**src/rtl/llc_trace_sequencer_pkg.sv**
```systemverilog
// Shared types for the LLC trace sequencer: trace opcodes,
// sequencer FSM states and the buffered command record.
package LLC_defs;

   localparam int SEQ_FIFO_DEPTH = 4;
   localparam int CMD_W          = 37;

   typedef enum logic [3:0] {
      RD_L1D   = 4'd0,
      WR_L1D   = 4'd1,
      RD_L1I   = 4'd2,
      SNP_RD   = 4'd3,
      SNP_WR   = 4'd4,
      SNP_RWIM = 4'd5,
      SNP_INV  = 4'd6,
      CLEAR    = 4'd8,
      PRINT    = 4'd9
   } trace_op_e;

   typedef enum logic [2:0] {
      S_IDLE,
      S_ISSUE,
      S_WAIT,
      S_PRINT,
      S_FINISH
   } seq_state_e;

   typedef struct packed {
      logic [3:0]  op;
      logic [31:0] addr;
      logic        last;
   } seq_cmd_t;

   function automatic logic op_legal(input logic [3:0] op);
      return (op <= 4'd6) || (op == 4'd8) || (op == 4'd9);
   endfunction

endpackage

```
**src/rtl/llc_trace_sequencer_cmd_fifo.sv**
```systemverilog
// Command buffer: synchronous FIFO of {op, addr, last} with
// an occupancy counter driving the full/empty flags.
module llc_cmd_fifo
   import LLC_defs::*;
#(
   parameter int DEPTH = SEQ_FIFO_DEPTH
) (
   input  logic             clk,
   input  logic             reset,
   input  logic             push,
   input  logic             pop,
   input  logic [CMD_W-1:0] wdata,
   output logic [CMD_W-1:0] rdata,
   output logic             full,
   output logic             empty
);

   localparam int AW = $clog2(DEPTH);

   logic [CMD_W-1:0] mem [DEPTH];
   logic [AW-1:0]    wptr;
   logic [AW-1:0]    rptr;
   logic [AW:0]      count;
   logic             wr;
   logic             rd;

   assign wr    = push && !full;
   assign rd    = pop && !empty;
   assign full  = (count == (AW+1)'(DEPTH));
   assign empty = (count == '0);
   assign rdata = mem[rptr];

   always_ff @(posedge clk) begin
      if (wr) mem[wptr] <= wdata;
   end

   always_ff @(posedge clk or negedge reset) begin
      if (!reset) begin
         wptr  <= '0;
         rptr  <= '0;
         count <= '0;
      end else begin
         if (wr) wptr <= wptr + 1'b1;
         if (rd) rptr <= rptr + 1'b1;
         case ({wr, rd})
            2'b10:   count <= count + 1'b1;
            2'b01:   count <= count - 1'b1;
            default: count <= count;
         endcase
      end
   end

endmodule

```
**src/rtl/llc_trace_sequencer.sv**
```systemverilog
// Trace sequencer: buffers trace commands, filters illegal
// opcodes and paces issue / dump requests to the LLC stage.
module llc_trace_sequencer
   import LLC_defs::*;
#(
   parameter int FIFO_DEPTH = SEQ_FIFO_DEPTH
) (
   input  logic        clk,
   input  logic        reset,
   input  logic        in_valid,
   output logic        in_ready,
   input  logic [3:0]  in_op,
   input  logic [31:0] in_addr,
   input  logic        in_last,
   output logic        llc_valid,
   output logic [3:0]  llc_op,
   output logic [31:0] llc_addr,
   input  logic        llc_busy,
   output logic        print_req,
   input  logic        print_ack,
   output logic        done,
   output logic [31:0] cmd_count,
   output logic [15:0] drop_count
);

   seq_state_e state_q, state_d;
   seq_cmd_t   wcmd, head;
   logic       full, empty;
   logic       accept, legal, push, pop;
   logic       last_q, pend_q;

   assign in_ready  = reset && !full;
   assign accept    = in_valid && in_ready;
   assign legal     = op_legal(in_op);
   assign push      = accept && legal;
   assign wcmd      = '{op: in_op, addr: in_addr, last: in_last};
   assign llc_valid = (state_q == S_ISSUE);
   assign print_req = (state_q == S_PRINT);

   llc_cmd_fifo #(.DEPTH(FIFO_DEPTH)) u_fifo (
      .clk   (clk),
      .reset (reset),
      .push  (push),
      .pop   (pop),
      .wdata (wcmd),
      .rdata (head),
      .full  (full),
      .empty (empty)
   );

   always_comb begin
      state_d = state_q;
      pop     = 1'b0;
      unique case (state_q)
         S_IDLE, S_FINISH: begin
            if (!empty) begin
               if (head.op == PRINT) state_d = S_PRINT;
               else if (!llc_busy)   state_d = S_ISSUE;
            end else if (pend_q) begin
               state_d = S_FINISH;
            end
         end
         S_ISSUE: begin
            pop     = 1'b1;
            state_d = S_WAIT;
         end
         S_WAIT: begin
            if (!llc_busy) state_d = last_q ? S_FINISH : S_IDLE;
         end
         S_PRINT: begin
            if (print_ack) begin
               pop     = 1'b1;
               state_d = head.last ? S_FINISH : S_IDLE;
            end
         end
         default: state_d = S_IDLE;
      endcase
   end

   always_ff @(posedge clk or negedge reset) begin
      if (!reset) begin
         state_q    <= S_IDLE;
         llc_op     <= '0;
         llc_addr   <= '0;
         last_q     <= 1'b0;
         pend_q     <= 1'b0;
         done       <= 1'b0;
         cmd_count  <= '0;
         drop_count <= '0;
      end else begin
         state_q <= state_d;
         if (state_d == S_ISSUE) begin
            llc_op   <= head.op;
            llc_addr <= head.addr;
         end
         if (state_q == S_ISSUE) begin
            last_q    <= head.last;
            cmd_count <= cmd_count + 1'b1;
         end
         // a dropped last marker finishes the trace once the queue drains
         if (accept && !legal) begin
            if (drop_count != 16'hFFFF) drop_count <= drop_count + 1'b1;
            if (in_last) pend_q <= 1'b1;
         end else if (state_d == S_FINISH) begin
            pend_q <= 1'b0;
         end
         if (state_d == S_FINISH) done <= 1'b1;
      end
   end

endmodule

```
**config.mk**
```make
export PLATFORM = sky130hd
export DESIGN_NAME = llc_trace_sequencer
export DESIGN_NICKNAME = d
export VERILOG_FILES = /design/src/rtl/llc_trace_sequencer_pkg.sv /design/src/rtl/llc_trace_sequencer_cmd_fifo.sv /design/src/rtl/llc_trace_sequencer.sv
export SDC_FILE = /design/constraint.sdc
export NUM_CORES = 1
export LEC_CHECK = 0
export ABC_AREA = 1
export CORE_UTILIZATION = 35
export DETAILED_ROUTE_END_ITERATION = 16
export SETUP_SLACK_MARGIN = 0.5
export SYNTH_ARGS = -nofsm -noshare
export SYNTH_HDL_FRONTEND = slang
export SYNTH_SLANG_ARGS = --single-unit
```
**constraint.sdc**
```tcl
create_clock -name clk -period 4.1 [get_ports clk]
set_clock_uncertainty 0.1 [all_clocks]
set_input_delay 0.41 -clock clk [delete_from_list [all_inputs] [get_ports clk]]
set_output_delay 0.41 -clock clk [all_outputs]
set_load 0.005 [all_outputs]
```
==> results.txt <==
The flow ran to the end, and the final reports show no timing, DRC or antenna violations. The share of the Yosys chip area taken by registers is 0.671. The number of I/O pins came out at 130. The category of cells accounting for the largest share of critical-path delay is simple AND/OR/NAND/NOR gates.

TritonCTS built the clock tree. The share of post-route cells with drive strength above 1 is 0.0695. The critical path is of the reg -> reg type. The slew of the pin with the lowest slew margin is 0.916 ns. Across the VDD grid, the largest voltage drop is 0.339 mV. The number of instances in the synthesized netlist is 935. The cell area after synthesis is 0.0102 mm^2. The instance count after placement with tap cells included came out at 1424. The via count of the first global-routing pass is 6998. The final number of setup-violating endpoints is 0. The number of distinct library cells after synthesis is 33. The overall track demand over capacity in global routing is 0.161. CTS built an H-tree with a depth of 1. STA puts the critical path data arrival time at 3.61 ns.

The final HPWL from detailed placement came out at 15.5 mm. The worst setup path is captured at a register. The count of nets left with antenna violations after detail routing came out at 0. The number of buffer and inverter instances along the worst setup path is 1. The signed area change from the synthesized netlist to the final layout came out at 26.4%. Static timing analysis puts the maximum clock frequency at 304 MHz.

The initial cell density of the core is 0.357. The setup TNS after final layout came out at 0 ns. The final hold violation count is 0. The core region area is 0.0287 mm^2.

The final layout net count is 1121. The final cycle utilization of the critical path came out at 0.803. The initial detailed-routing violation count came out at 462. The final-report max-slew violation count was 0. For this run, asynchronously set or reset flops after synthesis account for 0.396.

Setup repair after global routing left no endpoint under its margin. The worst setup path is launched from a register. The core occupancy in the finished layout came out at 0.451.

After synthesis, the cell types taking the most area are sky130_fd_sc_hd__edfxtp_1 (43%), sky130_fd_sc_hd__dfrtp_1 (24%), sky130_fd_sc_hd__nand2_1 (6.9%). Among all flip-flop cells after synthesis, the most frequent one is sky130_fd_sc_hd__edfxtp_1. The combined area of the multi-input logic cells is 0.00292 mm^2. The cell area after placement is 0.0120 mm^2. The final global-route overflow total is 0. The number of iterations in the first detailed-routing pass is 5. The worst-case headroom to the max-slew limit is 0.389. The number of buffers on the longest clock path is 3. At the worst endpoint, the required time is 4.42 ns.

The power density over cell area came out at 635 mW/mm^2. The largest stage delay on the critical path is 0.87 ns. The number of vias after detailed routing is 7121. The path class of the tightest hold or removal check is in -> async. In this run the core area contains 62 standard-cell rows.

The clock-pin slew reported for the worst setup and hold paths after clock tree synthesis is 0.06 ns. The fill cell instance count of the final layout is 2670. The total routed wirelength came out at 24.1 mm.

The die is 173 um tall. The most numerous cell type found on the critical path is sky130_fd_sc_hd__nand2_1. Routability-driven placement finished with a final weighted congestion of 0.874. The number of nets in the synthesized netlist came out at 985. The horizontal extent of the die is 173 um. For this run, design rule violations remaining after detail routing come to 0.

The Yosys warning count came out at 0. The cell chosen for the clock root is sky130_fd_sc_hd__clkbuf_16. The initial antenna violation count is 1.

Of the post-synthesis cell area, the dominant cell type holds 0.434. Among all stages on the critical path, the largest delay is contributed by sky130_fd_sc_hd__dfrtp_2. During placement, the flow inserted port buffers numbering 129. The average via count per standard cell came out at 4.82. The largest net degree at the start of global routing came out at 72. The number of enable flip-flop cells after synthesis came out at 148. The routed length per instance is 16.3 um.

The later pin in the worst-skew pair is clocked with a latency of 0.53 ns. The count of cells in the finished layout, fillers not included, comes to 1478. The die area came out at 0.0299 mm^2. The largest fanout on the critical path is 44. The time the worst path needs with I/O delays and setup came out at 3.29 ns.

A synthesized cell averages 10.9 um^2. The sequential cells in the finished layout cover a total of 0.00687 mm^2. The TritonCTS buffer count came out at 28. The cell area after layout came out at 0.0129 mm^2. The first global-routing pass estimated 38.2 mm of wire. The TritonCTS sink count is 245. The number of violations of the max-capacitance limit came out at 0. After synthesis the netlist holds a flip-flop and latch count of 245. The largest area contributor in the synthesized netlist is sky130_fd_sc_hd__edfxtp_1. The static power due to leakage is 5.10 nW. Traced cell by cell, the critical path runs through inv_2 > nand2_1 > nand3_1 > nand2_1 > nor2_1 > nand2_2 > nand2_1 > a21oi_4 > nand2_4 > nand2_1 > nand2_1.
-- state kept, by name, indices dropped and copies added, names as in the netlist, 2 cells and up --
| register | count |
|---|---|
| llc_addr | 32 |
| llc_op | 4 |
| u_fifo.rptr | 2 |
| u_fifo.mem | 148 |
| drop_count | 16 |
| state_q | 3 |
| cmd_count | 32 |
| u_fifo.wptr | 2 |
| u_fifo.count | 3 |
-- worst reg2reg max path: stages (launching register included) --
cell and delay, ns:
sky130_fd_sc_hd__dfrtp_2 0.87, sky130_fd_sc_hd__inv_2 0.45, sky130_fd_sc_hd__nand2_1 0.19, sky130_fd_sc_hd__nand3_1 0.08, sky130_fd_sc_hd__nand2_1 0.12, sky130_fd_sc_hd__nor2_1 0.06
sky130_fd_sc_hd__nand2_2 0.09, sky130_fd_sc_hd__nand2_1 0.09, sky130_fd_sc_hd__a21oi_4 0.47, sky130_fd_sc_hd__nand2_4 0.43, sky130_fd_sc_hd__nand2_1 0.18, sky130_fd_sc_hd__nand2_1 0.06
-- final cells by class --
type,instances,area share
multi-input cells,583,0.226
clock inverters,18,0.0140
flip-flops and latches,245,0.531
well taps,384,0.0371
inverters,69,0.0200
diodes,1,0.000193
repair buffers,144,0.112
clock buffers,34,0.0591
-- path summary, 6_finish.rpt --
check | start | depth (start not counted) | endpoint | slack [ns]
min in group clk | llc_addr[4] | 2 | llc_addr[4] | 0.37
hold reg to reg | llc_addr[4] | 2 | llc_addr[4] | 0.37
setup / recovery | u_fifo.rptr[0] | 11 | llc_op[3] | 0.81
setup reg to reg | u_fifo.rptr[0] | 11 | llc_op[3] | 0.81
max in group asynchronous | reset | 3 | u_fifo.rptr[0] | 2.32
hold / removal | reset | 2 | llc_addr[1] | 0.27
-- kinds of logic after synthesis --
group,after synthesis,synth area share
xor gates and xnor gates,45,0.0385
DFF,245,0.671
buffers and inverters,107,0.0469
AOI/OAI and AO/OA,117,0.0626
adders and majority gates,8,0.0105
and+or+nand+nor,413,0.170
-- Yosys cell counts, drive strengths merged, types with 2 or more instances --
cell type	instances
a21oi	7
a31oi	2
buf	19
clkbuf	19
dfrtp	97
edfxtp	148
ha	7
inv	69
nand2	192
nand3	74
nand3b	3
nand4	14
nor2	105
nor3	20
o21ai	73
o22ai	32
or2	2
xnor2	16
xor2	29
-- placed cells by master, fill, tap and decap left out, types with 2 or more instances in the layout --
cell type	synthesis	final
sky130_fd_sc_hd__nand2_1	189	189
sky130_fd_sc_hd__edfxtp_1	148	148
sky130_fd_sc_hd__clkdlybuf4s50_1	0	128
sky130_fd_sc_hd__nor2_1	104	100
sky130_fd_sc_hd__dfrtp_1	97	96
sky130_fd_sc_hd__nand3_1	74	74
sky130_fd_sc_hd__o21ai_0	72	72
sky130_fd_sc_hd__inv_1	66	66
sky130_fd_sc_hd__o22ai_1	32	32
sky130_fd_sc_hd__xor2_1	29	29
sky130_fd_sc_hd__clkbuf_16	0	29
sky130_fd_sc_hd__nor3_1	20	20
sky130_fd_sc_hd__xnor2_1	16	16
sky130_fd_sc_hd__nand4_1	14	14
sky130_fd_sc_hd__buf_4	7	11
sky130_fd_sc_hd__ha_1	7	7
sky130_fd_sc_hd__a21oi_1	6	6
sky130_fd_sc_hd__clkinv_2	0	6
sky130_fd_sc_hd__nor2_4	0	4
sky130_fd_sc_hd__buf_12	0	4
sky130_fd_sc_hd__inv_2	3	3
sky130_fd_sc_hd__nand3b_1	3	3
sky130_fd_sc_hd__clkbuf_1	19	3
sky130_fd_sc_hd__clkinv_1	0	3
sky130_fd_sc_hd__inv_6	0	3
sky130_fd_sc_hd__bufinv_16	0	3
sky130_fd_sc_hd__nand2_2	3	2
sky130_fd_sc_hd__a31oi_1	2	2
sky130_fd_sc_hd__or2_2	2	2
sky130_fd_sc_hd__clkbuf_8	0	2
sky130_fd_sc_hd__clkinvlp_4	0	2
-- metrics by stage --
| stage | power [mW] | setup slack, ns | hold slack, ns |
|---|---|---|---|
| 3_3_place_gp | 5.71 | 0.767 | 0.282 |
| 4_1_cts | 8.31 | 0.564 | 0.277 |
| 2_1_floorplan | 4.77 | 0.893 | 0.0144 |
| 3_5_place_dp | 5.76 | 0.570 | 0.286 |
| 6_report | 8.22 | 0.807 | 0.270 |
| 5_1_grt | 8.72 | 0.554 | 0.312 |
-- what timing repair did --
| action | in CTS | in global routing |
|---|---|---|
| buffers inserted | 0 | 0 |
| endpoints found under the hold margin | 26 | 0 |
| resized for setup | 0 | 1 |
| hold buffers | 1 | 0 |
| endpoints found under the setup margin | 0 | 36 |
-- layer usage --
layer  part of all wire  track usage  vias up
li1                   -            -     3455
met2               0.47        0.265      168
met5                  0            0        -
met4              0.024       0.0465        0
met1               0.46        0.218     3460
met3              0.051       0.0290       38
-- report_power, final --
group | total (mW) | leakage, nW | switching (mW) | internal (mW)
Clock | 2.52 | 0.464 | 1.00 | 1.52
Sequential | 3.29 | 2.59 | 0.295 | 3.00
Combinational | 2.41 | 2.04 | 1.43 | 0.976
Power figures use the tool's default switching activity.
